<file path="src/rtl/switch_pkg.sv">
// Shared definitions for the 4-port switch: port count, packet layout and
// the destination-to-request decode used by every ingress port.
package switch_pkg;

  localparam int NUM_PORTS = 4;
  localparam int DATA_W    = 16;
  localparam int DEST_MSB  = 15;
  localparam int DEST_LSB  = 14;

  typedef logic [1:0] port_id_t;

  function automatic logic [NUM_PORTS-1:0] dest_onehot(input port_id_t port);
    dest_onehot       = '0;
    dest_onehot[port] = 1'b1;
  endfunction

endpackage

</file>
<file path="src/rtl/sync_fifo.sv">
// Single-clock packet FIFO with an explicit occupancy counter; refuses pushes
// while full and ignores pops while empty. Head word reads as zero when empty.
module sync_fifo #(
  parameter int DEPTH  = 4,
  parameter int DATA_W = 16
) (
  input  logic                     clk,
  input  logic                     rst_n,
  input  logic                     i_push,
  input  logic [DATA_W-1:0]        i_wr_data,
  input  logic                     i_pop,
  output logic [DATA_W-1:0]        o_rd_data,
  output logic                     o_full,
  output logic                     o_empty,
  output logic [$clog2(DEPTH):0]   o_count
);

  localparam int PTR_W = $clog2(DEPTH);
  localparam logic [PTR_W:0] FULL_CNT = DEPTH[PTR_W:0];

  logic [DATA_W-1:0] r_mem [DEPTH];
  logic [PTR_W-1:0]  r_wr_ptr;
  logic [PTR_W-1:0]  r_rd_ptr;
  logic [PTR_W:0]    r_count;
  logic              w_push;
  logic              w_pop;

  assign o_full  = (r_count == FULL_CNT);
  assign o_empty = (r_count == '0);
  assign o_count = r_count;

  // Full gates the push on pre-edge state, so a same-cycle pop cannot admit it.
  assign w_push = i_push && !o_full;
  assign w_pop  = i_pop  && !o_empty;

  assign o_rd_data = o_empty ? '0 : r_mem[r_rd_ptr];

  always_ff @(posedge clk) begin
    if (w_push) begin
      r_mem[r_wr_ptr] <= i_wr_data;
    end
  end

  always_ff @(posedge clk or negedge rst_n) begin
    if (!rst_n) begin
      r_wr_ptr <= '0;
      r_rd_ptr <= '0;
      r_count  <= '0;
    end else begin
      if (w_push) begin
        r_wr_ptr <= r_wr_ptr + 1'b1;
      end
      if (w_pop) begin
        r_rd_ptr <= r_rd_ptr + 1'b1;
      end
      case ({w_push, w_pop})
        2'b10:   r_count <= r_count + 1'b1;
        2'b01:   r_count <= r_count - 1'b1;
        default: r_count <= r_count;
      endcase
    end
  end

endmodule

</file>
<file path="src/rtl/ingress_port.sv">
// Per-port input stage: buffers link packets, requests the destination
// output's arbiter for the head packet, pops on grant and counts refused words.
module ingress_port #(
  parameter int DEPTH  = 4,
  parameter int DATA_W = 16,
  parameter int CNT_W  = 8
) (
  input  logic                     clk,
  input  logic                     rst_n,
  input  logic                     valid_in,
  input  logic [DATA_W-1:0]        data_in,
  output logic                     ready_in,
  output logic [3:0]               req_out,
  input  logic                     grant_in,
  output logic [DATA_W-1:0]        data_out,
  output logic                     empty,
  output logic [$clog2(DEPTH):0]   count,
  output logic [CNT_W-1:0]         drop_cnt
);

  import switch_pkg::*;

  logic           w_full;
  port_id_t       w_dest;
  logic [CNT_W-1:0] r_drop_cnt;

  sync_fifo #(
    .DEPTH  (DEPTH),
    .DATA_W (DATA_W)
  ) u_fifo (
    .clk       (clk),
    .rst_n     (rst_n),
    .i_push    (valid_in),
    .i_wr_data (data_in),
    .i_pop     (grant_in),
    .o_rd_data (data_out),
    .o_full    (w_full),
    .o_empty   (empty),
    .o_count   (count)
  );

  assign ready_in = !w_full;

  // Request is derived from the registered head, so it holds until popped.
  assign w_dest  = data_out[DEST_MSB:DEST_LSB];
  assign req_out = empty ? '0 : dest_onehot(w_dest);

  always_ff @(posedge clk or negedge rst_n) begin
    if (!rst_n) begin
      r_drop_cnt <= '0;
    end else if (valid_in && !ready_in && (r_drop_cnt != '1)) begin
      r_drop_cnt <= r_drop_cnt + 1'b1;
    end
  end

  assign drop_cnt = r_drop_cnt;

endmodule
</file>
<file path="config.mk">
export PLATFORM = sky130hd
export DESIGN_NAME = ingress_port
export DESIGN_NICKNAME = d
export VERILOG_FILES = /design/src/rtl/switch_pkg.sv /design/src/rtl/sync_fifo.sv /design/src/rtl/ingress_port.sv
export SDC_FILE = /design/constraint.sdc
export NUM_CORES = 1
export LEC_CHECK = 0
export CORE_MARGIN = 2
export CORE_UTILIZATION = 57
export DETAILED_ROUTE_END_ITERATION = 6
export PLACE_DENSITY = 0.84
export SYNTH_ARGS = -nofsm -noshare
export SYNTH_HDL_FRONTEND = slang
export SYNTH_SLANG_ARGS = --single-unit
</file>
<file path="constraint.sdc">
create_clock -name clk -period 4.56 [get_ports clk]
set_input_delay 0.912 -clock clk [delete_from_list [all_inputs] [get_ports clk]]
set_output_delay 0.912 -clock clk [all_outputs]
set_load 0.05 [all_outputs]
</file>
## After elaboration in Yosys (flattened, before gate mapping)

Memory sizes are Yosys's and may differ from the RTL's.
Cells that the tools add are included.

- $add $sub $neg: 5
- $mul: 0
- Shift-type cells: 0
- Mux-type cells: 7
- Reductions and logical operators: 9
- Bitwise operators: 0
- Divide/modulo/power cells: 0
- Equality and inequality tests: 4
- $lt $le $gt $ge: 2

Operators with widths:

| operator | count |
|---|---|
| $mux 16 | 1 |
| $add 8x1->8 const B | 1 |
| $ne 8x8->1 const B | 1 |
| $pmux 3 s2 | 1 |
| $logic_and 1x1->1 | 5 |
| $add 2x1->2 const B | 2 |
| $mux 4 | 1 |
| $add 3x1->3 const B | 1 |
| $eq 3x3->1 const B | 1 |
| $logic_not 3->1 | 1 |
| $lt 2x3->1 const B | 1 |
| $mux 1 | 3 |
| $sub 3x1->3 const B | 1 |
| $demux 1 s2 | 1 |
| $eq 2x1->1 const B | 1 |
| $eq 2x2->1 const B | 1 |
| $ge 2x1->1 const B | 1 |
| $logic_not 1->1 | 2 |
| $reduce_bool 2->1 | 1 |

- Register bits after elaboration: 15
- ROM bits: 0
- Output and inout port bits: 33
- Bits in latches: 0
- Bits in writable memories: 64
- Memories: 1
- Bits of input ports: 20

Memories:

| name | words | bits a word | read ports | clocked after Yosys merged registers in | wr ports | line | source |
|---|---|---|---|---|---|---|---|
| u_fifo.r_mem | 4 | 16 | 1 | 0 | 1 | sync_fifo.sv:21 | `logic [DATA_W-1:0] r_mem [DEPTH];` |

## Depth between registers and ports, before layout

Gate-level depths: netlist (run 1).

- Word-level depth: 7
- Mapped depth: 10

## Modules after synthesis

Synthesis (run 1) repeated with hierarchy kept, for this count alone.

- Cell total of the unflattened synthesis: 183
- Area, all modules: 3393.3 µm²

Modules (own cells, without submodules):

| module | times used | cells each | sequential area each (µm²) | area an instance (µm²) |
|---|---|---|---|---|
| sync_fifo | 1 | 139 | 2097.0 | 2955.3 |
| ingress_port | 1 | 44 | 200.2 | 437.9 |

## Least setup slack after synthesis (run 1)

Ideal clock, no wire load.

- Path kind: register -> output
- Start point: register u_fifo.r_count[0], in the netlist u_fifo.o_count[0]
- End point: output req_out[2]
- Path buffers: 1
- Path slack: 1.143 ns
- Data required time: 3.648 ns
- Arrival time: 2.505 ns
- Stages on the path, launching flop included: 5
- Path through: dfrtp_1 -> or3_1 -> clkbuf_2 -> inv_1 -> nor3b_1

- Word-level cells in the longest chain between the ends: 7
- Elaborated cells on any way between the ends: 8
- Those cells by class: order compare (2); mux (4); reduce/logical (2)

Ends and longest elaborated chain:

| element | line | source |
|---|---|---|
| start: declaration | sync_fifo.sv:24 | `logic [PTR_W:0] r_count;` |
| start signal: assignment | sync_fifo.sv:57 | `2'b10: r_count <= r_count + 1'b1;` |
| start signal: assignment | sync_fifo.sv:58 | `2'b01: r_count <= r_count - 1'b1;` |
| start signal: assignment | sync_fifo.sv:59 | `default: r_count <= r_count;` |
| $logic_not 3->1 (*) | sync_fifo.sv:29 | `assign o_empty = (r_count == '0);` |
| via empty | ingress_port.sv:16 | `output logic empty,` |
| $mux 16 | sync_fifo.sv:36 | `assign o_rd_data = o_empty ? '0 : r_mem[r_rd_ptr];` |
| $lt 2x3->1 (implied by the code) or $ge 2x1->1 (tied branches) | switch_pkg.sv:14 | `dest_onehot[port] = 1'b1;` |
| $logic_and 1x1->1 (implied by the code) | switch_pkg.sv:14 |  |
| $mux 1 (implied by the code) | switch_pkg.sv:14 |  |
| $demux 1 s2 | switch_pkg.sv:14 |  |
| $mux 4 (*) | ingress_port.sv:46 | `assign req_out = empty ? '0 : dest_onehot(w_dest);` |
| end: declaration | ingress_port.sv:13 | `output logic [3:0] req_out,` |

Mark *: on every way through the listed nets, which the timed path passes. The rest lies on a longest branch.

## Final worst setup path (run 1)

- Start point: register u_fifo.r_rd_ptr[0]
- End point: output req_out[2]

- Word-level cells in the longest chain between the ends: 7
- Elaborated cells on any way between the ends: 8
- Those cells by class: order compare (2); mux (4); reduce/logical (1); memory (1)

Ends and longest elaborated chain:

| element | line | source |
|---|---|---|
| start: declaration | sync_fifo.sv:23 | `logic [PTR_W-1:0] r_rd_ptr;` |
| start signal: assignment | sync_fifo.sv:54 | `r_rd_ptr <= r_rd_ptr + 1'b1;` |
| $mem_v2 4x16 (*) | n/a |  |
| $mux 16 (*) | sync_fifo.sv:36 |  |
| $lt 2x3->1 (implied by the code) or $ge 2x1->1 (tied branches) | switch_pkg.sv:14 |  |
| $logic_and 1x1->1 (implied by the code) | switch_pkg.sv:14 |  |
| $mux 1 (implied by the code) | switch_pkg.sv:14 |  |
| $demux 1 s2 (*) | switch_pkg.sv:14 |  |
| $mux 4 (*) | ingress_port.sv:46 |  |

Mark *: on every way between the ends. The rest lies on a longest branch, timed or not.

==> impl_metrics.tcl, run 1 <==
set metrics [dict create \
    grt_pass1_wl_microns 8870 \
    multi_input_area_sq_um 950 \
    insertion_delay_ns 0.34 \
    drv_cap 0 \
    area_growth_pct 23.3 \
    die_x_microns 80.5 \
    drtIter0Drc 99 \
    cp_data_required_time_ns 3.65 \
    ys.flop_type "edfxtp_1" \
    worst_slew_pin_slew_ns 0.845 \
    final_common_cell "edfxtp_1" \
    layout_common_cells "edfxtp_1, clkdlybuf4s50_1, and2_1, dfrtp_1" \
    syn_avg_cell_area_sq_um 18.1 \
    synthesis.nets 211 \
    drv_slew 0 \
    met3_usage_pct 4.16 \
    cts_resized 0 \
    clk_pin_slew_ns 0.07 \
    grt_max_degree 21 \
    port_buffers 52 \
    postCtsHoldBufs 0 \
    wl_microns 5360 \
    wire_per_inst_microns 16.8 \
    outcome "finished, final reports clean" \
    cp-end-kind "output port" \
    viasPerCell 5.54 \
    final-seq-area_sq_um 2300 \
    postRouteAntennaNets 0 \
    rsz0062_at_grt "false" \
    grt_pass1_vias 1781 \
    ys_seq_elements 79 \
    min_path_type "flop to flop" \
    yosysWarningCount 0 \
    max-slew-margin-rel_pct 43.7 \
    rows 27 \
    vias 1762 \
    die_area_sq_um 6480 \
    cts_setup_buffers 0 \
    setup_ws_ns 0.758 \
    grt_use_total_pct 19.0 \
    drc 0 \
    place_ws_ns 1.12 \
    nNetsFinal 268 \
    busiest_layer "met2" \
    synthCells 184 \
    first_pass_iters 4 \
    fin_crit_ns 3.80 \
    hold_violations 0 \
    start_util_pct 59.9 \
    ios 53 \
    cp.arrival_ns 2.89 \
    core_region_area_sq_um 5570 \
    ys_async_sr_fraction_pct 19.0 \
    start_kind "flop" \
    fmax_mhz 263 \
    grtUsageMet2_pct 30.7 \
    fin_skew_ns 0.00685 \
    tritoncts "built" \
    htree_levels 3 \
    numCtsBuffers 9 \
    finalWeightedCongestion 0.694 \
    nFillCells 341 \
    die_y_microns 80.5 \
    post_synth_num_cell_types 36 \
    crit_type "flop to output port" \
    synth_edf_count 64 \
    fin_crit_sh_pct 83.4 \
    met1_usage_pct 24.2 \
    syn_area_sq_um 3340 \
    finalSetupViolCount 0 \
    dp.final_hpwl_microns 3500 \
    cts.sinks 79 \
    tns_ns 0 \
    drive_gt1_share_pct 13.0 \
    cts_buffer_depth 2 \
    grt_overflow 0 \
    synth-seq-area-share_pct 68.8 \
    antenna_cells 0 \
    cts-root-buf "clkbuf_8" \
    worstPathMaxFanout 15 \
    grt_antenna_before_repair 0 \
]
final cells by class:
type,instances,share of cell area [%]
Sequential cell,79,55.8
Multi-Input combinational cell,89,23.1
Timing Repair Buffer,53,12.8
Clock buffer,12,3.53
Tap cell,72,2.19
Clock inverter,4,1.70
Inverter,9,0.821
synth_stat cells, types with 2 or more instances:
| cell type | n | area, sq um |
|---|---|---|
| nand4_1 | 2 | 12.5 |
| a2111oi_2 | 2 | 30.0 |
| and3_1 | 6 | 37.5 |
| xnor2_1 | 5 | 43.8 |
| nor2_1 | 4 | 15.0 |
| inv_1 | 9 | 33.8 |
| and2_1 | 16 | 100 |
| nand2_1 | 2 | 7.51 |
| xor2_1 | 5 | 43.8 |
| nand3_1 | 4 | 20.0 |
| nor3_1 | 2 | 10.0 |
| mux2_2 | 2 | 22.5 |
| mux2i_1 | 2 | 20.0 |
| mux4_2 | 10 | 225 |
| o21ai_1 | 2 | 10.0 |
| mux4_1 | 6 | 158 |
| ha_1 | 6 | 75.1 |
| buf_2 | 2 | 10.0 |
| clkbuf_2 | 3 | 15.0 |
| edfxtp_1 | 64 | 1920 |
| dfrtp_1 | 15 | 375 |
critical path, cell delays in order, from the launching register on:
cell and delay, ns:
dfrtp_1 0.87, mux4_2 0.64, nor3b_1 0.20, clkdlybuf4s50_1 0.83
logic make-up (layout without fill, tap and decap cells):
group / after synthesis / in the layout / share of synthesized area [%]
xor gates and xnor gates: 10 / 10 / 2.62
AOI/OAI and AO/OA: 8 / 8 / 1.99
adders and majority gates: 7 / 7 / 2.85
and+or+nand+nor: 44 / 44 / 8.25
DFF: 79 / 79 / 68.8
muxes: 20 / 20 / 12.7
buffers and inverters: 16 / 78 / 2.70
stage by stage:
step	cell area (sq um)	instances	utilization, %	hold slack (ns)
after CTS	4110	318	73.8	0.554
after global placement	3900	302	69.9	0.533
final	4110	318	73.8	0.550
after floorplan	3340	184	-	0.562
after global routing	4110	318	73.8	0.583
after detailed placement	3900	302	69.9	0.538
state kept, by name, summed over array words and instances (netlist names):
name	count
u_fifo.r_wr_ptr	2
drop_cnt	8
u_fifo.r_mem	64
u_fifo.r_rd_ptr	2
u_fifo.o_count	3
metal layers:
metal  up-vias  routed length [microns]
met3        11                      232
met2        50                     2610
met1       875                     2390
li1        826                        -
met5         -                        0
met4         0                      127
path summary, 6_finish.rpt:
path / from / depth (start not counted) / slack, ns / end
setup / recovery: u_fifo.r_rd_ptr[0] / 3 / 0.76 / req_out[2]
hold / removal: drop_cnt[3] / 1 / 0.55 / drop_cnt[3]
setup reg to reg: u_fifo.o_count[0] / 8 / 2.20 / u_fifo.o_count[2]
hold reg to reg: drop_cnt[3] / 1 / 0.55 / drop_cnt[3]
max in group asynchronous: rst_n / 1 / 3.13 / u_fifo.o_count[0]
min in group asynchronous: rst_n / 1 / 0.99 / drop_cnt[6]
Power of run 1 is not shown: default switching activity piles up to over one toggle a cycle in this logic, so the estimate is an artifact.
==> run 2: changes to the inputs <==
Settings changed: CORE_UTILIZATION 57 to 53, PLACE_DENSITY 0.84 to 0.79.
Clock period 4.56 ns to 3.55 ns, I/O delays scaled along.
==> impl_metrics.tcl, run 2 (synthesis gave the netlist of run 1 again) <==
set metrics [dict create \
    postRouteAntennaNets 0 \
    layout_common_cells "edfxtp_1, clkdlybuf4s50_1, and2_1, dfrtp_1, mux4_2" \
    grt_pass1_vias 1778 \
    fin_skew_ns 0.00821 \
    dp.final_hpwl_microns 3680 \
    port_buffers 52 \
    cts_setup_buffers 0 \
    hold_depth 1 \
    finalSetupViolCount 0 \
    core_region_area_sq_um 5990 \
    first_pass_iters 4 \
    nNetsFinal 270 \
    start_kind "flop" \
    setup_ws_ns 0.312 \
    wire_per_inst_microns 17.2 \
    cts-root-buf "clkbuf_8" \
    post-route-util_pct 69.0 \
    max-slew-margin-rel_pct 41.5 \
    wl_microns 5540 \
    place_ws_ns 0.653 \
    drc 0 \
    crit_type "flop to output port" \
    grt_pass1_wl_microns 8940 \
    drv_cap 0 \
    vias 1763 \
    viasPerCell 5.46 \
    regMostFlops "u_fifo.r_mem" \
    min_from "u_fifo.o_count[2]" \
    nFillCells 409 \
    cp.arrival_ns 2.53 \
    grt_overflow 0 \
    grt_use_total_pct 17.1 \
    postCtsHoldBufs 0 \
    drv_slew 0 \
    cp_slowest_stage_delay_ns 0.69 \
    ios 53 \
    grt_max_degree 21 \
    htree_levels 3 \
    hold_violations 0 \
    grt_antenna_before_repair 0 \
    cp-end-kind "output port" \
    critical_path_buf_inv_count 2 \
    r2r_cells 8 \
    fin_crit_ns 3.24 \
    drtIter0Drc 73 \
    cts_resized 0 \
    final_common_cell "edfxtp_1" \
    min_to "u_fifo.o_count[2]" \
    numCtsBuffers 9 \
    cp_data_required_time_ns 2.84 \
    rr_startpoint "u_fifo.o_count[0]" \
    clk_pin_slew_ns 0.07 \
    drive_gt1_share_pct 14.9 \
    cts_buffer_depth 2 \
    area_growth_pct 23.9 \
    rsz0062_at_grt "false" \
    outcome "finished, final reports clean" \
    finalWeightedCongestion 0.816 \
    worst_slew_pin_slew_ns 0.877 \
    start_util_pct 55.7 \
    cp_cell_sequence "buf_12, mux4_2, and3_1, clkdlybuf4s50_1" \
    r2r-end "u_fifo.o_count[2]" \
    die_area_sq_um 6950 \
    tns_ns 0 \
    slowest_stage "clkdlybuf4s50_1" \
    fmax_mhz 309 \
    antenna_cells 0 \
    hold_ws_ns 0.545 \
    rows 28 \
    tritoncts "built" \
    insertion_delay_ns 0.34 \
    largest_reg_flops 64 \
    die_x_microns 83.4 \
    die_y_microns 83.4 \
    worstPathMaxFanout 13 \
    crit_family "buffers and inverters" \
    fin_crit_sh_pct 91.2 \
    cts.sinks 79 \
    min_path_type "flop to flop" \
    r2r_slack_ns 1.16 \
]
run 2: worst max path at each step:
stage / from / to / slack, ns / depth (start not counted)
2_1_floorplan: u_fifo.o_count[0] / req_out[2] / 0.33 / 4
3_3_place_gp: u_fifo.r_rd_ptr[0] / req_out[3] / 0.66 / 4
3_5_place_dp: u_fifo.r_rd_ptr[0] / req_out[3] / 0.65 / 4
4_1_cts: u_fifo.r_rd_ptr[0] / req_out[3] / 0.28 / 4
5_1_grt: u_fifo.r_rd_ptr[0] / req_out[3] / 0.20 / 4
6_report: u_fifo.r_rd_ptr[0] / req_out[3] / 0.31 / 4
run 2: per-stage QoR:
stage | std cells | instance area [sq um]
5_1_grt | 323 | 4140
6_report | 323 | 4140
3_3_place_gp | 307 | 3920
4_1_cts | 323 | 4140
3_5_place_dp | 307 | 3920
2_1_floorplan | 184 | 3340
run 2: area by class of cell:
class	instances	area, sq um	area share [%]
flip-flops and latches	79	2300	55.6
multi-input cells	89	950	23.0
repair buffers	55	548	13.3
clock buffers	10	128	3.09
well taps	75	93.8	2.27
clock inverters	6	85.1	2.06
inverters	9	33.8	0.817
run 2: worst register-to-register path: cells and delay by family (launching register included):
kind / cells / cell delay, ns
DFF: 1 / 0.44
xor gates and xnor gates: 2 / 0.28
adders and majority gates: 2 / 0.41
buffers and inverters: 1 / 0.08
and+or+nand+nor: 3 / 1.05
run 2: per-layer routing:
metal | share of wire [%] | track usage [%]
met5 | 0 | 0
met4 | 1.8 | 8.49
met3 | 4.6 | 3.88
met2 | 49 | 26.8
met1 | 44 | 22.6
Power of run 2 is left out for the same reason.
==> RTL change, RTL diff (flow settings as in run 2) <==
Register the output `drop_cnt` once more, without a reset; this adds one clock of latency there. The other outputs are not delayed to match.
--- a/src/rtl/ingress_port.sv
+++ b/src/rtl/ingress_port.sv
@@ -53,6 +53,8 @@
     end
   end
 
-  assign drop_cnt = r_drop_cnt;
+  always_ff @(posedge clk) begin
+    drop_cnt <= r_drop_cnt;
+  end
 
 endmodule
Check against the original RTL: not equivalent (a bounded check fails within 10 cycles, from zero or initial values and one cycle with rst_n low).
==> RTL change against run 2 <==
  * Global-route usage grew 0.48 points
  * Hold slack lost 0.11 ns
  * Critical path depth is the same
  * Synthesized cell count grew 3.3%
  * Sequential share of layout area grew 2.3 points
  * Setup slack lost 0.15 ns
  * Synthesized area grew 3.2%
  * Routed wire length grew 2.8%
  * Design area grew 2.8%
  * Core utilization shrank 1.7 points
  * Sequential cell count grew 8
Power is left out: the tool's default activity adds up to more than one toggle a clock period on the data nets, which glitch-free logic cannot reach.
==> RTL change: results (changes against run 2) <==
INFO  metric status = complete, no violations
INFO  metric slew_headroom = 42.6% (+1.1 points)
INFO  metric place.detailed.hpwl = 3780 um (+2.8%)
INFO  metric critical_path.startpoint = u_fifo.r_rd_ptr[0]
INFO  metric worst_hold_path.num_cells = 0 (-1)
INFO  metric globalRouteMet1Util = 23.0% (+0.33 points)
INFO  metric synth_commonest_cells = sky130_fd_sc_hd__edfxtp_1, sky130_fd_sc_hd__and2_1, sky130_fd_sc_hd__dfrtp_1, sky130_fd_sc_hd__mux4_2, sky130_fd_sc_hd__nand2_1
INFO  metric grt_util_all_layers = 17.6% (+0.48 points)
INFO  metric gr-usage-met3 = 3.54% (-0.34 points)
INFO  metric sequential_cell_total = 87 (+10%)
INFO  metric fillCellCount = 429 (+4.9%)
INFO  metric initialDrtViolationCount = 130 (+78%)
INFO  metric place.port_buffers = 52 (unchanged)
INFO  metric yosysSeqAreaShare = 71.3% (+2.5 points)
INFO  metric yosys-top-cells-area = sky130_fd_sc_hd__edfxtp_1, sky130_fd_sc_hd__dfrtp_1, sky130_fd_sc_hd__mux4_2, sky130_fd_sc_hd__dfxtp_1, sky130_fd_sc_hd__mux4_1
INFO  metric clk_pin_slew = 0.09 ns (+0.02 ns)
INFO  metric grt_start_max_net_pins = 20 (-4.8%)
INFO  metric clock_buffer_count = 9 (-1)
INFO  metric arrival = 2.68 ns (+0.15 ns)
INFO  metric worst-r2r-cell-count = 8 (unchanged)
INFO  metric via_count = 1753 (-0.57%)
INFO  metric layout-drive-gt1-share = 14.9% (-0.017 points)
INFO  metric signal_buffer_area_fraction = 12.7% (-0.59 points)
INFO  metric wl = 5700 um (+2.8%)
INFO  metric routed-wl-met2 = 2950 um (+8.0%)
INFO  metric hold_end = drop_cnt[1]
INFO  metric worst_setup_path_endpoint = req_out[2]
INFO  metric r2r_setup_slk = 1.20 ns (+0.04 ns)
INFO  metric grt_pass1_vias = 1890 (+6.3%)
INFO  metric synth.distinct_cells = 30 (-17%)
INFO  metric non_clock_inverter_count = 7 (-2)
INFO  metric groute.layer.met2.usage = 28.3% (+1.5 points)
INFO  metric globalplace.congestion = 0.823 (+0.76%)
INFO  metric finClkSkew = 0.00862 ns (+0.000408 ns)
INFO  metric multi_input_cells = 90 (+1.1%)
INFO  metric grt_first_pass_wirelength = 9390 um (+5.1%)
INFO  metric wl_met3 = 203 um (-20%)
INFO  metric synthArstFlopShare = 17.2% (-1.7 points)
INFO  metric multi_input_comb_area = 920 um^2 (-3.2%)
INFO  metric seq_share = 57.8% (+2.3 points)
INFO  metric detailed_routing_wirelength_on_met1 = 2450 um (-0.33%)
INFO  metric syn-num-nets = 217 (+2.8%)
-- RTL change: logic make-up (layout without fill, tap and decap cells) --
group	Yosys count	in the layout	share of synthesized area, %
multiplexers	22	22	12.8
flip-flops	87	87	71.3
XOR/XNOR	9	9	2.29
adder cells (fa/ha/maj)	7	7	2.76
buffers and inverters	13	78	1.96
AO/OA/AOI/OAI	5	5	0.799
AND/OR/NAND/NOR	47	47	8.06
-- RTL change: through the flow --
step                      std cells  cell area [um^2]  hold slack, ns  worst slack (ns)
after floorplan                 190              3440           0.386             0.466
after global placement          316              4040           0.408             0.602
after detailed placement        316              4040           0.407             0.511
after CTS                       332              4250           0.430             0.117
after global routing            332              4250           0.444            0.0477
final                           332              4250           0.437             0.162
-- RTL change: critical path, cell delays in order, from the launching register on --
cell and delay [ns]:
sky130_fd_sc_hd__dfrtp_1 0.53, sky130_fd_sc_hd__buf_4 0.29, sky130_fd_sc_hd__mux4_2 0.59, sky130_fd_sc_hd__nor2b_4 0.13
sky130_fd_sc_hd__clkdlybuf4s50_1 0.80
